[config.mk]
export PLATFORM = sky130hd
export DESIGN_NAME = lcm_bupdate_tx
export DESIGN_NICKNAME = d
export VERILOG_FILES = /design/src/rtl/lcm_bupdate_tx.sv
export SDC_FILE = /design/constraint.sdc
export NUM_CORES = 1
export LEC_CHECK = 0
export ABC_AREA = 1
export BUFFER_PORTS_ARGS = -buffer_cell sky130_fd_sc_hd__buf_2
export CAP_MARGIN = 20
export CORE_UTILIZATION = 50
export CTS_BUF_LIST = sky130_fd_sc_hd__clkbuf_4 sky130_fd_sc_hd__clkbuf_8 sky130_fd_sc_hd__clkbuf_16
export CTS_CLUSTER_DIAMETER = 150
export DETAILED_ROUTE_END_ITERATION = 16
export PLACE_DENSITY = 0.74
export SYNTH_ARGS = -nofsm -noshare
export SYNTH_HDL_FRONTEND = slang
export SYNTH_SLANG_ARGS = --single-unit
[constraint.sdc]
create_clock -name clk -period 33.5 [get_ports clk]
set_input_delay 5.025 -clock clk [delete_from_list [all_inputs] [get_ports clk]]
set_output_delay 5.025 -clock clk [all_outputs]
set_load 0.1 [all_outputs]
[src/rtl/lcm_bupdate_tx.sv]
// Beacon-update transmitter: 4-line 134-bit update packet into an LCM port.
// Define BUPDATE_PERIODIC_EN to add a free-running periodic trigger.
module lcm_bupdate_tx #(
  parameter logic [7:0]  LMID   = 8'd1,
  parameter logic [31:0] PERIOD = 32'd125000
) (
  input  logic         clk,
  input  logic         rst,
  input  logic         send_req,
  input  logic         pktin_ready,
  input  logic [47:0]  precision_time,
  input  logic [47:0]  dst_mac,
  input  logic [47:0]  src_mac,
  input  logic         cfg_direction,
  input  logic [31:0]  cfg_token_bucket_para,
  input  logic [47:0]  cfg_direct_mac_addr,
  input  logic [31:0]  cfg_time_slot_period,
  output logic [133:0] out_data,
  output logic         out_data_wr,
  output logic         out_data_valid,
  output logic         out_data_valid_wr,
  output logic         tx_busy,
  output logic [31:0]  tx_seq
);

  typedef enum logic [2:0] {
    IDLE, L0, L1, L2, L3, VLD
  } state_t;

  state_t      state;
  logic        pend;
  logic        trig;
  logic        start;

  logic [47:0] sh_dst;
  logic [47:0] sh_src;
  logic [47:0] sh_time;
  logic [47:0] sh_dmac;
  logic        sh_dir;
  logic [31:0] sh_tbp;
  logic [31:0] sh_tsp;
  logic [31:0] sh_seq;

`ifdef BUPDATE_PERIODIC_EN
  logic [31:0] per_cnt;
  logic        per_exp;

  // Free-running; PERIOD of zero leaves the counter parked with no expiry.
  always_ff @(posedge clk or posedge rst) begin
    if (rst) begin
      per_cnt <= '0;
      per_exp <= 1'b0;
    end else begin
      per_exp <= 1'b0;
      if (PERIOD != 32'd0) begin
        if (per_cnt >= PERIOD - 32'd1) begin
          per_cnt <= '0;
          per_exp <= 1'b1;
        end else begin
          per_cnt <= per_cnt + 32'd1;
        end
      end
    end
  end

  assign trig = send_req | per_exp;
`else
  if (PERIOD == 32'd0) begin : g_no_period
  end

  assign trig = send_req;
`endif

  assign start = (state == IDLE) & (pend | trig) & pktin_ready;

  always_ff @(posedge clk or posedge rst) begin
    if (rst) begin
      state             <= IDLE;
      pend              <= 1'b0;
      out_data          <= '0;
      out_data_wr       <= 1'b0;
      out_data_valid    <= 1'b0;
      out_data_valid_wr <= 1'b0;
      tx_busy           <= 1'b0;
      tx_seq            <= '0;
      sh_dst            <= '0;
      sh_src            <= '0;
      sh_time           <= '0;
      sh_dmac           <= '0;
      sh_dir            <= 1'b0;
      sh_tbp            <= '0;
      sh_tsp            <= '0;
      sh_seq            <= '0;
    end else begin
      out_data_wr       <= 1'b0;
      out_data_valid    <= 1'b0;
      out_data_valid_wr <= 1'b0;
      // Triggers during a packet fold into a single follow-up request.
      pend <= (pend | trig) & ~start;
      unique case (state)
        IDLE: begin
          if (start) begin
            sh_dst  <= dst_mac;
            sh_src  <= src_mac;
            sh_time <= precision_time;
            sh_dmac <= cfg_direct_mac_addr;
            sh_dir  <= cfg_direction;
            sh_tbp  <= cfg_token_bucket_para;
            sh_tsp  <= cfg_time_slot_period;
            sh_seq  <= tx_seq;
            tx_busy <= 1'b1;
            state   <= L0;
          end
        end
        L0: begin
          out_data <= {2'b01, 4'h0, sh_dst, sh_src,
                       16'h1662, 8'h02, LMID};
          out_data_wr <= 1'b1;
          state       <= L1;
        end
        L1: begin
          out_data <= {2'b11, 4'h0, 7'd0, sh_dir, sh_tbp,
                       sh_dmac, sh_tsp, 8'h00};
          out_data_wr <= 1'b1;
          state       <= L2;
        end
        L2: begin
          out_data <= {2'b11, 4'h0, sh_seq, sh_time, 48'h0};
          out_data_wr <= 1'b1;
          state       <= L3;
        end
        L3: begin
          out_data    <= {2'b10, 4'h0, 128'h0};
          out_data_wr <= 1'b1;
          state       <= VLD;
        end
        VLD: begin
          out_data_valid    <= 1'b1;
          out_data_valid_wr <= 1'b1;
          tx_seq            <= tx_seq + 32'd1;
          tx_busy           <= 1'b0;
          state             <= IDLE;
        end
        default: begin
          tx_busy <= 1'b0;
          state   <= IDLE;
        end
      endcase
    end
  end

endmodule

### Yosys cells after proc, flatten, opt, wreduce, memory -nomap -nowiden

Cells that the tools add are included.

* bits in registers: 462
* bits of input ports: 261
* word-level logic and storage cells: 40

* $add $sub $neg: 1
* equality and inequality tests: 6
* mux-type cells: 7
* bitwise gates (word level): 6
* reduce and logical (&&, ||, !) cells: 5

Operators by type and width (count)
* $pmux W134 S4: 1
* $add A32 B1 Y32 const B: 1
* $pmux W3 S5: 1
* $eq A3 B2 Y1 const B: 2
* $eq A3 B3 Y1 const B: 2
* $reduce_and A2 Y1: 2
* $reduce_bool A4 Y1: 1
* $reduce_or A4 Y1: 1
* $and A1 B1 Y1: 3
* $eq A3 B1 Y1 const B: 1
* $logic_not A3 Y1: 1
* $mux W1: 3
* $mux W3: 1
* $ne A2 B2 Y1 const B: 1
* $not A1 Y1: 2
* $pmux W1 S2: 1
* $or A1 B1 Y1: 1

### Logic depth before layout (Yosys ltp)

Gate-level depths: netlist of the first run.

* depth after elaboration: 5
* depth in mapped cells: 11
* depth with buffers taken out: 9

### Least setup slack after synthesis of the first run

No wires, ideal clock.

* kind: reg2out
* start: register out_data_valid_wr
* end: output port out_data_valid_wr
* arrival: 1324 ps
* data required time: 28475 ps
* slack: 27151 ps
* cell stages (with the launch flop): 2
* path buffers: 1
* path through: dfrtp_1 buf_4

RTL lines
* start, declared: RTL line 21 `output logic out_data_valid_wr,`
* start signal, assigned: RTL line 83 `out_data_valid_wr <= 1'b0;`
* start signal, assigned: RTL line 97 `out_data_valid_wr <= 1'b0;`
* start signal, assigned: RTL line 139 `out_data_valid_wr <= 1'b1;`

No word-level cell between the ends.

### Worst setup path after layout of the first run

* start: input port send_req
* end: register sh_time[14]

* cells in the longest elaborated chain, start to end: 4

Ends and longest elaborated chain
* start, declared: RTL line 9 `input logic send_req,`
* $or A1 B1 Y1: RTL line 74 `assign start = (state == IDLE) & (pend | trig) & pktin_ready;`
* $and A1 B1 Y1 (2 in a row): RTL line 74
* $reduce_and A2 Y1 (no source line)
* end signal, assigned: RTL line 105 `sh_time <= precision_time;`
* end, declared: RTL line 37 `logic [47:0] sh_time;`

Every way passes these cells.
A chain may end at the register's enable or synchronous reset.

==> flow_summary_export.csv, run 1 <==
group,metric,value,unit
run_status,outcome,"complete, no violations",
yosys,synth.avg_cell_area,7.913,um^2
timing,skew,0.01396,ns
timing,finalCritPeriodShare,20.11,%
routing,wl_per_cell,15.90,um
timing,worstMarginPinSlew,1.141,ns
yosys,yosysTopAreaCell,"dfrtp_1",
setup_path,crit_type,"in2reg",
yosys,synthMuxAreaShare,0,%
cells_and_area,finalNonFillerCells,3423,
grt,grt.total_usage,26.88,%
setup_path,cp_max_fo,124,
timing,finalSetupTns,0,ns
grt,grt_pass1_wl,86.96,mm
die,initial_core_util,50.97,%
grt,grt.overflow.total,0,
timing,rsz0062_at_grt,"false",
timing,hold_ws,0.4662,ns
clocking,clk_path_buf_depth,3,
setup_path,critPathCaptureType,"register",
timing,hold_viol,0,
clocking,cts_made_buffers,48,
yosys,synthFlopType,"dfrtp_1",
yosys,synth_compound_area_share,9.467,%
pwr,ir_worst_vdd,0.00008835,V
die,rows,72,
setup_path,crit_required,33.90,ns
timing,finalMaxSlewViolations,0,
yosys,ys_warn_count,0,
yosys,synth_top_area_share,56.89,%
clocking,path_clk_slew,0.06,ns
yosys,ys_seq_area_share,56.89,%
yosys,synth_xor_area_share,0.5298,%
pwr,leakage,0.01338,uW
cells_and_area,drive_above_1_share,18.40,%
yosys,netlist_instances,2507,
yosys,ys_async_sr_fraction,100.0,%
timing,min_period,6.737,ns
routing,drtIter0Drc,1461,
pwr,total_power,2660,uW
yosys,synth.distinct_cells,25,
placed_design,dp_cells,3324,
setup_path,crit_family,"buffers and inverters",
timing,finalSetupViolCount,0,
hold_path,min_path_type,"reg2reg",
setup_path,reg2reg_depth,9,
setup_path,worst_path_max_delay_cell,"buf_4",
setup_path,cp_cell_sequence,"buf_2 -> or2_2 -> nand3_4 -> buf_4 -> o21ai_0",
placed_design,pre_cts_ws,26.11,ns
die,ios,431,
cells_and_area,synthToLayoutAreaGrowth,20.19,%
die,dieArea,40480,um^2
clocking,clockRootBuffer,"clkbuf_16",
yosys,synthTopCellsByArea,"dfrtp_1, nand2_1, o21ai_0",
setup_path,cp-start-kind,"input pin",
setup_path,path_buf_inv,2,
clocking,cts_resized,0,
setup_path,worst-path-stages,5,
setup_path,r2r_end,"out_data[67]$_DFFE_PP0P_",
pwr,power_density,111.5,nW/um^2
routing,routed_wirelength,54.41,mm
clocking,cts.sinks,451,
placed_design,gp_congestion,0.8793,
routing,drc,0,
clocking,cts_setup_buffers,0,
clocking,h-tree-depth,2,
yosys,synth_area,19840,um^2
placed_design,numPortBuffers,419,
routing,ant_nets,0,
setup_path,r2r_setup_slack,29.25,ns
setup_path,critPathCapture,"sh_time[14]$_DFFE_PP0P_",
routing,firstDrtPassIters,6,
clocking,holdBufCountCts,0,
timing,maxSlewHeadroom,23.92,%
die,dieHeight,201.2,um
grt,antenna_found_initial,8,
routing,vias_per_cell,5.054,
setup_path,slowest_delay,0.91,ns
flow_run,cap_violations,0,
yosys,synth-seq-cells,451,
yosys,synthSimpleGateAreaFrac,22.43,%
routing,vias,17300,
clocking,cts_tree,"built",
cells_and_area,nets,3121,
timing,clock.fmax,148.4,MHz
yosys,synth_fa_ha_area_share,0.06307,%
setup_path,arrival,7.14,ns
timing,setup_ws,26.76,ns
yosys,synth_edf_count,0,
grt,grt_pass1_vias,16960,
placed_design,hpwl,35.23,mm
grt,grt_start_max_net_pins,272,
setup_path,reg2reg_from,"state[2]$_DFFE_PP0P_",
setup_path,startpoint,"send_req",
clocking,clk_latency,0.58,ns
die,die_x,201.2,um
die,core-area,38920,um^2
yosys,synth_top_family_by_area,"simple AND/OR/NAND/NOR gates",
[cell usage in the layout, fill, tap and decap left out, types with 2 or more instances in the layout]
master,instances
o21ai_0,292
clkbuf_4,10
buf_16,3
inv_2,3
clkbuf_16,49
clkbuf_8,9
nor3_1,3
a21oi_1,73
inv_1,387
nand2_1,867
nand4_1,3
nand3_1,124
o21ai_1,7
buf_2,419
clkinv_2,10
buf_12,2
conb_1,11
buf_4,9
diode_2,8
xor2_1,12
clkinvlp_4,6
bufinv_16,2
nor2_1,131
dfrtp_1,451
nor2_4,2
clkinv_4,2
[cell families after synthesis]
logic type / Yosys count
compound gates: 374
xor+xnor: 12
fa+ha+maj: 1
buf+inv: 533
flops: 451
other cells: 1
simple gates: 1135
[layer usage]
| layer | vias up | GRT usage, % | part of all wire, % |
|---|---|---|---|
| li1 | 8301 | - | - |
| met1 | 8261 | 36.18 | 42 |
| met2 | 622 | 43.13 | 47 |
| met3 | 109 | 5.653 | 7.4 |
| met4 | 6 | 9.767 | 3.3 |
| met5 | - | 0 | 0.059 |
[sequential cells by signal (all words and copies together), names as in the netlist]
name	flops
pend	1
state	3
sh_seq	32
sh_dir	1
sh_tsp	32
sh_src	48
sh_dmac	48
out_data_valid_wr	1
out_data_wr	1
tx_busy	1
sh_dst	48
tx_seq	32
out_data	123
sh_tbp	32
sh_time	48
[power breakdown]
group,switching [uW],internal (uW),leakage (uW)
logic,996,254,0.00695
clock network,222,313,0.000791
registers,110,765,0.00564
[worst register-to-register path, cell delays in order (launching register included)]
cell     delay [ns]
dfrtp_1        0.52
nor2_1         0.18
nand2_8        0.55
inv_2          0.54
nor2_1         0.35
nand2_4        0.34
inv_4          0.66
buf_4          0.76
nand2_1        0.16
nand2_1        0.11
[cells in the mapped netlist, types with 2 or more instances]
| cell | instances |
|---|---|
| nand2_1 | 867 |
| xor2_1 | 12 |
| buf_2 | 31 |
| nor2_1 | 131 |
| inv_2 | 4 |
| nand4_1 | 3 |
| a21oi_1 | 73 |
| dfrtp_1 | 451 |
| clkbuf_1 | 86 |
| buf_4 | 17 |
| nand3_1 | 125 |
| nand2_2 | 2 |
| o21ai_0 | 292 |
| o21ai_1 | 7 |
| inv_1 | 388 |
| buf_1 | 7 |
| nor3_1 | 3 |
[area by class of cell]
cell class | count | area, um^2
antenna | 8 | 20.02
clock buffer | 68 | 1425
clock inverter | 20 | 172.7
fill | 3482 | 15070
inverter | 392 | 1481
multi-input combinational | 1533 | 6523
sequential | 451 | 11290
tap | 518 | 648.1
timing repair buffer | 433 | 2287
[through the flow]
stage	utilization (%)	cell area, um^2
after floorplan	-	19880
after global placement	56.90	22140
after detailed placement	56.90	22140
after CTS	61.00	23740
after global routing	61.23	23830
final	61.27	23840
[worst min-delay path by stage]
stage	startpoint	slack, ns	to	depth (start not counted)
2_1_floorplan	sh_tsp[2]$_DFFE_PP0P_	0.45	out_data[10]$_DFFE_PP0P_	2
3_3_place_gp	out_data[16]$_DFFE_PP0P_	0.45	out_data[16]$_DFFE_PP0P_	2
3_5_place_dp	out_data[12]$_DFFE_PP0P_	0.45	out_data[12]$_DFFE_PP0P_	2
4_1_cts	out_data[12]$_DFFE_PP0P_	0.47	out_data[12]$_DFFE_PP0P_	2
5_1_grt	out_data[118]$_DFFE_PP0P_	0.49	out_data[118]$_DFFE_PP0P_	2
6_report	out_data[12]$_DFFE_PP0P_	0.47	out_data[12]$_DFFE_PP0P_	2
No activity file was read; power rests on OpenSTA's default activity.
==> inputs of run 2 (changes only) <==
Clock period 33.5 ns to 6.3 ns, I/O delays scaled along.
==> run 2 against run 1 <==
Sequential power grew to 5.3 times the previous value; clock power grew to 5.3 times the previous value; non-clock buffer count is 1 higher; die area stayed put; combinational power grew to 5.3 times the previous value; worst setup slack worse by 24 ns; global-route usage is 0.20 points lower; wire length is 1.9% lower; flip-flop and latch count stayed put; highest routed layer unchanged.
==> flow_summary_export.csv, run 2 (synthesis gave the netlist of run 1 again) <==
group,metric,value,unit
run_status,outcome,"complete, no violations",
cells_and_area,regMostFlops,"out_data",
routing,wl_per_cell,15.61,um
cells_and_area,largest_register_ffs,123,
cells_and_area,design_area,23790,um^2
timing,finalMaxSlewViolations,0,
setup_path,crit_family,"buffers and inverters",
grt,antenna_found_initial,5,
setup_path,crit_type,"reg2reg",
grt,grt_pass1_vias,16650,
cells_and_area,regArea,11290,um^2
routing,firstDrtPassIters,5,
placed_design,numPortBuffers,419,
die,dieArea,40480,um^2
cells_and_area,fill_cells,3459,
clocking,clk_latency,0.58,ns
timing,finalCritPeriodShare,63.54,%
setup_path,path_buf_inv,3,
pwr,power_density,591.9,nW/um^2
pwr,leakage,0.01338,uW
routing,vias_per_cell,5.032,
routing,routed_wirelength,53.36,mm
pwr,swShare,49.53,%
cells_and_area,mostFrequentLayoutCell,"nand2_1",
timing,hold_viol,0,
hold_path,min_path_type,"in2async",
setup_path,startpoint,"state[2]$_DFFE_PP0P_",
clocking,cts_tree,"built",
clocking,cts_resized,0,
setup_path,cp_max_fo,75,
clocking,clockRootBuffer,"clkbuf_16",
die,rows,72,
timing,clock.fmax,249.8,MHz
flow_run,cap_violations,0,
pwr,ir_worst_vdd,0.0003948,V
cells_and_area,multi_input_area,6523,um^2
clocking,holdBufCountCts,0,
cells_and_area,nets,3122,
die,initial_core_util,50.97,%
routing,vias,17200,
clocking,clk_path_buf_depth,3,
setup_path,worst_path_max_delay_cell,"inv_4",
routing,drtIter0Drc,1346,
clocking,cts_made_buffers,48,
timing,worstMarginPinSlew,1.070,ns
cells_and_area,final_cell_mix,"nand2_1, dfrtp_1, buf_2",
clocking,cts.sinks,451,
setup_path,slowest_delay,0.69,ns
timing,maxSlewHeadroom,28.64,%
pwr,pwr-share-seq,33.2,%
placed_design,hpwl,35.52,mm
setup_path,reg2reg_from,"state[2]$_DFFE_PP0P_",
die,die_x,201.2,um
routing,drc,0,
timing,finalSetupViolCount,0,
pwr,p_switching,6974,uW
die,core-area,38920,um^2
setup_path,critPathCaptureType,"register",
cells_and_area,drive_above_1_share,18.40,%
clocking,cts_setup_buffers,0,
clocking,path_clk_slew,0.06,ns
setup_path,arrival,4.51,ns
grt,grt_start_max_net_pins,273,
grt,grt_pass1_wl,86.40,mm
clocking,h-tree-depth,2,
grt,grt.total_usage,26.69,%
cells_and_area,synthToLayoutAreaGrowth,19.91,%
timing,rsz0062_at_grt,"false",
setup_path,cp-start-kind,"register",
grt,grt.overflow.total,0,
pwr,internal_power,7106,uW
placed_design,gp_congestion,0.8804,
timing,min_period,4.003,ns
timing,setup_ws,2.297,ns
routing,ant_nets,0,
pwr,power.share.combinational,46.7,%
setup_path,cp_cell_sequence,"nor2_1 -> nand2_8 -> inv_2 -> nor2_1 -> nand2_4 -> inv_4 -> buf_4 -> nand2_1 -> nand2_1",
setup_path,crit_required,6.81,ns
die,dieHeight,201.2,um
placed_design,dpl_cell_area,22180,um^2
pwr,clkPwrFrac,20.1,%
die,ios,431,
timing,skew,0.01596,ns
placed_design,pre_cts_ws,2.321,ns
==> run 2: cell type report <==
class | instances | area share, %
tap | 518 | 2.725
multi-input combinational | 1533 | 27.42
timing repair buffer | 434 | 9.447
sequential | 451 | 47.45
clock buffer | 76 | 6.244
clock inverter | 11 | 0.4734
antenna | 3 | 0.03156
inverter | 392 | 6.212
==> run 2: worst reg2reg max path: cells and delay by family, from the launching register on <==
family | cells | cell delay (ns)
simple gates | 6 | 1.57
buf+inv | 3 | 1.85
flops | 1 | 0.54
==> run 2: worst paths after layout <==
| path | end | slack [ns] | cells after the start |
|---|---|---|---|
| max | out_data[90]$_DFFE_PP0P_ | 2.30 | 9 |
| min | sh_dst[4]$_DFFE_PP0P_ | 0.44 | 2 |
| max reg2reg | out_data[90]$_DFFE_PP0P_ | 2.30 | 9 |
| min reg2reg | out_data[24]$_DFFE_PP0P_ | 0.47 | 2 |
| max in group asynchronous | sh_dst[25]$_DFFE_PP0P_ | 4.54 | 3 |
| min in group clk | out_data[24]$_DFFE_PP0P_ | 0.47 | 2 |
==> run 2: per-stage QoR <==
step	setup TNS [ns]	power, uW	instances	util (%)	hold slack [ns]
2_1_floorplan	-335.59	9889	2517	-	0.4493
3_3_place_gp	0	11120	3328	57.00	0.4565
3_5_place_dp	0	11290	3328	57.00	0.4568
4_1_cts	0	14180	3415	61.10	0.4349
5_1_grt	0	15010	3417	61.11	0.4660
6_report	0	14080	3418	61.12	0.4378
==> run 2: power by group through the flow <==
| stage | clock network [uW] | logic, uW | registers, uW |
|---|---|---|---|
| 6_report | 2830 | 6580 | 4670 |
| 5_1_grt | 3010 | 7210 | 4790 |
| 4_1_cts | 2890 | 6630 | 4660 |
| 3_5_place_dp | 0 | 6600 | 4690 |
| 3_3_place_gp | 0 | 6460 | 4660 |
| 2_1_floorplan | 0 | 2890 | 7000 |
==> run 2: per-layer routing <==
metal	share of wire (%)	vias to the layer above	global-route usage, %
li1	-	8294	-
met1	42	8178	36.01
met2	47	619	43.30
met3	7.3	106	5.086
met4	3.3	4	9.307
met5	0.051	-	0
